--- src/rtl/cla13_share_arbiter.sv ---
// Round-robin front end that time-shares one external 13-bit carry-lookahead adder.
// Two registered stages: the operand stage drives the adder and the result stage holds its sum.
module cla13_share_arbiter #(
  parameter int NREQ = 4,
  parameter int IDW  = 2
) (
  input  logic                 i_clk,
  input  logic                 i_rst_n,
  input  logic [NREQ-1:0]      i_req_valid,
  output logic [NREQ-1:0]      o_req_ready,
  input  logic [NREQ*13-1:0]   i_req_a,
  input  logic [NREQ*13-1:0]   i_req_b,
  output logic [12:0]          o_add1,
  output logic [12:0]          o_add2,
  input  logic [13:0]          i_sum,
  output logic                 o_rsp_valid,
  output logic [IDW-1:0]       o_rsp_id,
  output logic [13:0]          o_rsp_result,
  input  logic                 i_rsp_ready
);

  localparam logic [IDW:0]   NREQ_W  = (IDW+1)'(NREQ);
  localparam logic [IDW-1:0] LAST_ID = IDW'(NREQ - 1);

  logic             op_v_r;
  logic [IDW-1:0]   op_id_r;
  logic [12:0]      add1_r;
  logic [12:0]      add2_r;
  logic             rs_v_r;
  logic [IDW-1:0]   rs_id_r;
  logic [13:0]      rs_result_r;
  logic [IDW-1:0]   rr_ptr_r;

  logic             rs_free_s;
  logic             op_adv_s;
  logic             op_free_s;
  logic [NREQ-1:0]  grant_s;
  logic             gnt_any_s;
  logic [IDW-1:0]   gnt_id_s;
  logic [IDW:0]     cand_s;
  logic [IDW:0]     cand_raw_s;
  logic             hit_s;
  logic [12:0]      sel_a_s;
  logic [12:0]      sel_b_s;
  logic [IDW-1:0]   ptr_nxt_s;

  assign rs_free_s = ~rs_v_r | i_rsp_ready;
  assign op_adv_s  = op_v_r & rs_free_s;
  assign op_free_s = ~op_v_r | op_adv_s;

  // Round-robin search upward from rr_ptr; the first valid requester wins.
  always_comb begin
    grant_s    = '0;
    gnt_any_s  = 1'b0;
    gnt_id_s   = '0;
    cand_s     = '0;
    cand_raw_s = '0;
    hit_s      = 1'b0;
    for (int i = 0; i < NREQ; i++) begin
      cand_raw_s = {1'b0, rr_ptr_r} + (IDW+1)'(i);
      cand_s     = (cand_raw_s >= NREQ_W) ? (cand_raw_s - NREQ_W) : cand_raw_s;
      for (int j = 0; j < NREQ; j++) begin
        hit_s      = ~gnt_any_s & i_rst_n & op_free_s & i_req_valid[j] &
                     (cand_s == (IDW+1)'(j));
        grant_s[j] = grant_s[j] | hit_s;
        gnt_id_s   = hit_s ? IDW'(j) : gnt_id_s;
        gnt_any_s  = gnt_any_s | hit_s;
      end
    end
  end

  // Operand select for the granted requester (only the one-hot bit contributes).
  always_comb begin
    sel_a_s = '0;
    sel_b_s = '0;
    for (int j = 0; j < NREQ; j++) begin
      sel_a_s = grant_s[j] ? i_req_a[13*j +: 13] : sel_a_s;
      sel_b_s = grant_s[j] ? i_req_b[13*j +: 13] : sel_b_s;
    end
  end

  assign ptr_nxt_s = (gnt_id_s == LAST_ID) ? '0 : (gnt_id_s + IDW'(1));

  // Operand stage and round-robin pointer; operands keep their value when idle.
  always_ff @(posedge i_clk or negedge i_rst_n) begin
    if (!i_rst_n) begin
      op_v_r   <= 1'b0;
      op_id_r  <= '0;
      add1_r   <= 13'd0;
      add2_r   <= 13'd0;
      rr_ptr_r <= '0;
    end else if (gnt_any_s) begin
      op_v_r   <= 1'b1;
      op_id_r  <= gnt_id_s;
      add1_r   <= sel_a_s;
      add2_r   <= sel_b_s;
      rr_ptr_r <= ptr_nxt_s;
    end else if (op_adv_s) begin
      op_v_r   <= 1'b0;
    end
  end

  // Result stage: captures the adder output as the operand stage advances.
  always_ff @(posedge i_clk or negedge i_rst_n) begin
    if (!i_rst_n) begin
      rs_v_r      <= 1'b0;
      rs_id_r     <= '0;
      rs_result_r <= 14'd0;
    end else if (op_adv_s) begin
      rs_v_r      <= 1'b1;
      rs_id_r     <= op_id_r;
      rs_result_r <= i_sum;
    end else if (i_rsp_ready) begin
      rs_v_r      <= 1'b0;
    end
  end

  assign o_req_ready  = grant_s;
  assign o_add1       = add1_r;
  assign o_add2       = add2_r;
  assign o_rsp_valid  = rs_v_r;
  assign o_rsp_id     = rs_id_r;
  assign o_rsp_result = rs_result_r;

endmodule

--- config.mk ---
export PLATFORM = sky130hd
export DESIGN_NAME = cla13_share_arbiter
export DESIGN_NICKNAME = d
export VERILOG_FILES = /design/src/rtl/cla13_share_arbiter.sv
export SDC_FILE = /design/constraint.sdc
export NUM_CORES = 1
export LEC_CHECK = 0
export CAP_MARGIN = 25
export CORE_ASPECT_RATIO = 1.25
export CORE_MARGIN = 1.5
export CORE_UTILIZATION = 60
export DETAILED_ROUTE_END_ITERATION = 7
export DONT_BUFFER_PORTS = 1
export PLACE_DENSITY_LB_ADDON = 0.12
export SETUP_SLACK_MARGIN = 0.1
export SLEW_MARGIN = 40
export SYNTH_ARGS = -nofsm -noshare
export SYNTH_HDL_FRONTEND = slang
export SYNTH_SLANG_ARGS = --single-unit
--- constraint.sdc ---
create_clock -name i_clk -period 2.9 [get_ports i_clk]
set_clock_uncertainty 0.2 [all_clocks]
set_input_delay 0.58 -clock i_clk [delete_from_list [all_inputs] [get_ports i_clk]]
set_output_delay 0.58 -clock i_clk [all_outputs]
set_load 0.02 [all_outputs]
==> Word-level counts from Yosys, hierarchy flattened <==
Index checks and enable logic that the tools add are counted.
{ "word_totals": {"regBits": 48, "input_bits": 125, "out_inout_bits": 47, "word_cells": 181} }
{ "classes": {"n_addsub": 8, "magnitude_cmp": 4, "eq_ne": 13, "n_mux": 32, "bitwise": 110, "reduce_logical": 6} }
{ "op_table": {"columns": ["cell", "count"], "rows": [
  ["$mux W13", 8],
  ["$and A1 B1 Y1", 64],
  ["$mux W2", 15],
  ["$or A1 B1 Y1", 29],
  ["$eq A3 B2 Y1 const B", 8],
  ["$not A1 Y1", 17],
  ["$eq A3 B1 Y1 const B", 4],
  ["$logic_not A3 Y1", 4],
  ["$mux W3", 4],
  ["$ge A3 B3 Y1 const B", 3],
  ["$sub A3 B3 Y3 const B", 3],
  ["$add A2 B2 Y3 const B", 2],
  ["$mux W1", 5],
  ["$reduce_bool A2 Y1", 2],
  ["$add A2 B1 Y3 const B", 1],
  ["$ge A2 B3 Y1 const B", 1],
  ["$sub A2 B3 Y3 const B", 1],
  ["$add A2 B1 Y2 const B", 1],
  ["$eq A2 B2 Y1 const B", 1]
]} }

==> Logic depth before layout (Yosys ltp) <==
{ "depth": {"depth_word": 99, "depth_mapped": 8, "depth_no_buf": 5} }

==> Least setup slack after synthesis <==
No wires, ideal clock.
{ "synth_timing": {"path_type": "input-to-output", "from": "input i_rsp_ready", "to": "output o_req_ready[3]", "arrival_time_ps": 1555, "t_required_ps": 2120, "setup_slack_ps": 565, "cell_stages": 5, "n_path_buf": 1, "path_cell_list": "nand3b_1 > and2_1 > o2111ai_2 > clkbuf_1 > inv_1"} }
{ "synth_via": {"elab_chain_cells": 96, "word_cells_on_any_way": 98} }
{ "synth_lines": {"columns": ["element", "line_no", "source"], "rows": [
  ["from (decl)", "19", "input logic i_rsp_ready"],
  ["$or A1 B1 Y1 *", "47", "assign rs_free_s = ~rs_v_r | i_rsp_ready;"],
  ["$and A1 B1 Y1 *", "48", "assign op_adv_s = op_v_r & rs_free_s;"],
  ["$or A1 B1 Y1 *", "49", "assign op_free_s = ~op_v_r | op_adv_s;"],
  ["$and A1 B1 Y1 (3 in series)", "63", "hit_s = ~gnt_any_s & i_rst_n & op_free_s & i_req_valid[j] &"],
  ["$not A1 Y1", "63", null],
  ["$and A1 B1 Y1 (4 in series)", "63", null],
  ["$or A1 B1 Y1", "67", "gnt_any_s = gnt_any_s | hit_s;"],
  ["$not A1 Y1", "63", null],
  ["[66 not listed]", null, null],
  ["$and A1 B1 Y1 (4 in series)", "63", null],
  ["$or A1 B1 Y1", "67", null],
  ["$not A1 Y1", "63", null],
  ["$and A1 B1 Y1 (4 in series)", "63", null],
  ["$or A1 B1 Y1", "67", null],
  ["$not A1 Y1", "63", null],
  ["$and A1 B1 Y1 (4 in series)", "63", null],
  ["$or A1 B1 Y1 *", "65", "grant_s[j] = grant_s[j] | hit_s;"],
  ["to (decl)", "10", "output logic [NREQ-1:0] o_req_ready,"]
]} }
Mark *: on every way between the ends. The rest lies on a longest branch, timed or not.

==> Final worst setup path <==
{ "layout_timing": {"from": "register rs_v_r (netlist: o_rsp_valid)", "to": "register add2_r[0] (netlist: o_add2[0])"} }
{ "layout_via": {"elab_chain_cells": 98, "word_cells_on_any_way": 113} }
{ "layout_lines": {"columns": ["element", "line_no", "source"], "rows": [
  ["from (decl)", "29", "logic rs_v_r;"],
  ["from (signal assigned)", "106", "rs_v_r <= 1'b0;"],
  ["from (signal assigned)", "110", "rs_v_r <= 1'b1;"],
  ["from (signal assigned)", "114", "rs_v_r <= 1'b0;"],
  ["$not A1 Y1 *", "47", null],
  ["$or A1 B1 Y1 *", "47", null],
  ["$and A1 B1 Y1 *", "48", null],
  ["$or A1 B1 Y1 *", "49", null],
  ["$and A1 B1 Y1 (3 in series)", "63", null],
  ["$not A1 Y1", "63", null],
  ["$and A1 B1 Y1 (4 in series)", "63", null],
  ["$or A1 B1 Y1", "67", null],
  ["[71 not listed]", null, null],
  ["$or A1 B1 Y1", "67", null],
  ["$not A1 Y1", "63", null],
  ["$and A1 B1 Y1 (4 in series)", "63", null],
  ["$or A1 B1 Y1", "67", null],
  ["$not A1 Y1", "63", null],
  ["$and A1 B1 Y1 (4 in series)", "63", null],
  ["$or A1 B1 Y1", "65", null],
  ["$mux W13", "78", "sel_b_s = grant_s[j] ? i_req_b[13*j +: 13] : sel_b_s;"],
  ["to (signal assigned)", "96", "add2_r <= sel_b_s;"],
  ["to (decl)", "28", "logic [12:0] add2_r;"]
]} }
Marks and branches as above.
A chain may end at the register's enable or synchronous reset.

==> qor.csv <==
stage,metric,value,unit
run_status,status,"complete, no violations",
clock_network,cts_tree,yes,
sta,final-setup-viol-count,0,
synthesis,synth-edff-count,0,
power_and_ir_drop,switching_share,0.426,
synthesis,yosysTopAreaCell,dfrtp_1,
clock_network,clk_pin_slew,0.10,ns
die,dieWidth,63.3,um
detailed_routing,vias_per_cell,7.08,
placed_design,gp_congestion,0.760,
detailed_routing,drt_first_pass_iters,4,
synthesis,synthCells,237,
clock_network,cts_sinks,48,
die,core,4390,um2
worst_setup_path,cp.arrival,2.43,ns
power_and_ir_drop,power.leakage,1.15,nW
clock_network,htree_num_levels,2,
flow_run,max-cap-violations,0,
sta,fmaxAchievable,413,MHz
layout,area_growth,2.98,%
sta,slew_headroom,0.481,
worst_setup_path,path_max_fanout,16,
detailed_routing,vias,2053,
worst_setup_path,crit_path_start_kind,register,
detailed_routing,avgRoutedWirePerCell,24.6,um
detailed_routing,drc_errors,0,
power_and_ir_drop,internal-power,1.48,mW
die,dieArea,4960,um2
min_path,hp-class,in2reg,
die,initial_core_util,0.621,
clock_network,root_buffer,clkbuf_8,
synthesis,synthesis.nets,362,
synthesis,avgSynthCellArea,11.5,um2
layout,nets,356,
synthesis,synth-seq-cells,48,
synthesis,syn-cell-area,2730,um2
grt,grt_pass1_vias,2111,
worst_setup_path,r2r_start,o_rsp_valid,
synthesis,yosysSeqAreaShare,0.441,
layout,fillCellCount,355,
grt,grt_max_degree,49,
worst_setup_path,critPathKind,reg2reg,
placed_design,hpwl,5130,um
worst_setup_path,path_cells,nand3b_1 -> nand2_1 -> nor2_2 -> buf_4 -> o22ai_1 -> nor3_1,
detailed_routing,drt_first_iter_violations,86,
power_and_ir_drop,p_seq_frac,0.538,
clock_network,insertion_delay,0.30,ns
worst_setup_path,required,2.91,ns
synthesis,synth.most_common_cell,dfrtp_1,
sta,period_needed,2.42,ns
worst_setup_path,end_kind,register,
synthesis,synth_common_cells,"dfrtp_1, nor2_1, a221oi_2",
min_path,min-delay-start,i_sum[12],
sta,finalHoldViolCount,0,
grt,antenna_found_initial,0,
die,die_height,78.4,um
grt,overflow,0,
clock_network,cts_resized,0,
synthesis,synthFlopType,dfrtp_1,
power_and_ir_drop,power_density,916,nW/um2
sta,rsz0062_at_grt,false,
clock_network,cts_hold_buf,2,
detailed_routing,routed_wl,7150,um
sta,maxSlewViolCount,0,
detailed_routing,ant_nets,0,
worst_setup_path,slowest_stage,nor2_2,
grt,grt.total_usage,0.281,
synthesis,yosys.area.top_type_share,0.441,
die,num_rows,27,
worst_setup_path,critPathMaxStageDelay,0.64,ns
power_and_ir_drop,p_switching,1.09,mW
layout,drive_gt1_frac,0.319,
placed_design,port_buffers,0,
grt,grt_pass1_wl,10700,um
layout,antenna_cells,0,
sta,finalCritPeriodShare,0.836,
power_and_ir_drop,vdd_ir_drop_max,0.707,mV
power_and_ir_drop,clkPwrFrac,0.191,
synthesis,synth-async-reset-ratio,1.00,
clock_network,numCtsBuffers,5,
worst_setup_path,startpoint,o_rsp_valid,
clock_network,cts_max_path_buffers,2,
sta,tightest_slew,0.778,ns
synthesis,yosysWarnings,0,
die,pin_count,172,
layout,fin_util,0.639,
power_and_ir_drop,p_comb_frac,0.270,
synthesis,yosys-top-cells-area,"dfrtp_1, a221oi_2, buf_6",
synthesis,ys_types,32,
sta,setup_tns,0,ns
clock_network,post-cts-setup-buffers,0,
-- power by group through the flow --
stage	Combinational, mW	Clock, mW	Sequential [mW]
2_1_floorplan	0.655	0	1.31
3_3_place_gp	0.627	0	1.39
3_5_place_dp	0.676	0	1.40
4_1_cts	0.695	0.497	1.38
5_1_grt	0.759	0.528	1.41
6_report	0.695	0.492	1.38
-- stage by stage --
step	instances	worst slack, ns	hold slack [ns]	cell area (um2)	total power, mW
5_1_grt	290	0.362	0.203	2810	2.70
6_report	290	0.476	0.225	2810	2.57
3_5_place_dp	280	0.440	0.0856	2650	2.07
4_1_cts	290	0.495	0.216	2810	2.58
3_3_place_gp	280	0.588	0.0857	2650	2.02
2_1_floorplan	237	0.565	0.0844	2730	1.97
-- path summary, 6_finish.rpt --
kind	cells after the start	slack [ns]	end
worst max-delay path	6	0.48	o_add2[0]
worst min-delay path	1	0.23	o_rsp_result[12]
worst max register to register	6	0.48	o_add2[0]
worst min register to register	1	0.30	op_id_r[1]
max in group asynchronous	2	1.70	o_add1[3]
min in group asynchronous	2	0.58	o_rsp_result[12]
-- final cells by class --
class	count	area, um2	share of cell area
multi-input cells	162	1290	0.461
repair buffers	9	103	0.0366
flip-flops and latches	48	1200	0.428
clock buffers	5	68.8	0.0245
clock inverters	3	47.5	0.0169
well taps	58	72.6	0.0259
inverters	5	18.8	0.00669
-- metal layers --
metal | vias up | wire length (um) | track usage | share of wire
met4 | 0 | 117 | 0.109 | 0.016
met1 | 1021 | 2600 | 0.312 | 0.36
met2 | 133 | 3750 | 0.501 | 0.53
met5 | - | 0 | 0 | 0
li1 | 888 | - | - | -
met3 | 11 | 678 | 0.0888 | 0.095
-- layout by cell type (no fill, tap or decap), types with 3 or more instances in the layout --
cell type / count
dfrtp_1: 48
nor2_1: 28
a221oi_2: 19
mux2_2: 16
o22ai_1: 16
nor3_1: 16
nor3_2: 10
o22ai_2: 10
nand2_1: 7
a221oi_1: 7
buf_4: 6
inv_1: 5
clkbuf_8: 5
a21oi_1: 4
o21ai_0: 4
a211o_1: 4
and2_1: 3
-- logic make-up after synthesis --
kind of cell	after synthesis	share of synthesized area
simple gates	71	0.138
xor+xnor	1	0.00321
buf+inv	27	0.0840
flops	48	0.441
mux	16	0.0661
compound gates	74	0.268
-- critical path: cells and delay by family (launching register included) --
family,cells,cell delay (ns)
flip-flops,1,0.48
AO/OA/AOI/OAI,1,0.11
buffers and inverters,1,0.35
AND/OR/NAND/NOR,4,1.18
-- registers in the layout, indices dropped and copies added, names as in the netlist --
register and flops:
op_v_r 1, rr_ptr_r 2, o_add2 13, o_rsp_result 14, o_add1 13, o_rsp_id 2, o_rsp_valid 1, op_id_r 2
(Power assumes the default switching activity.)
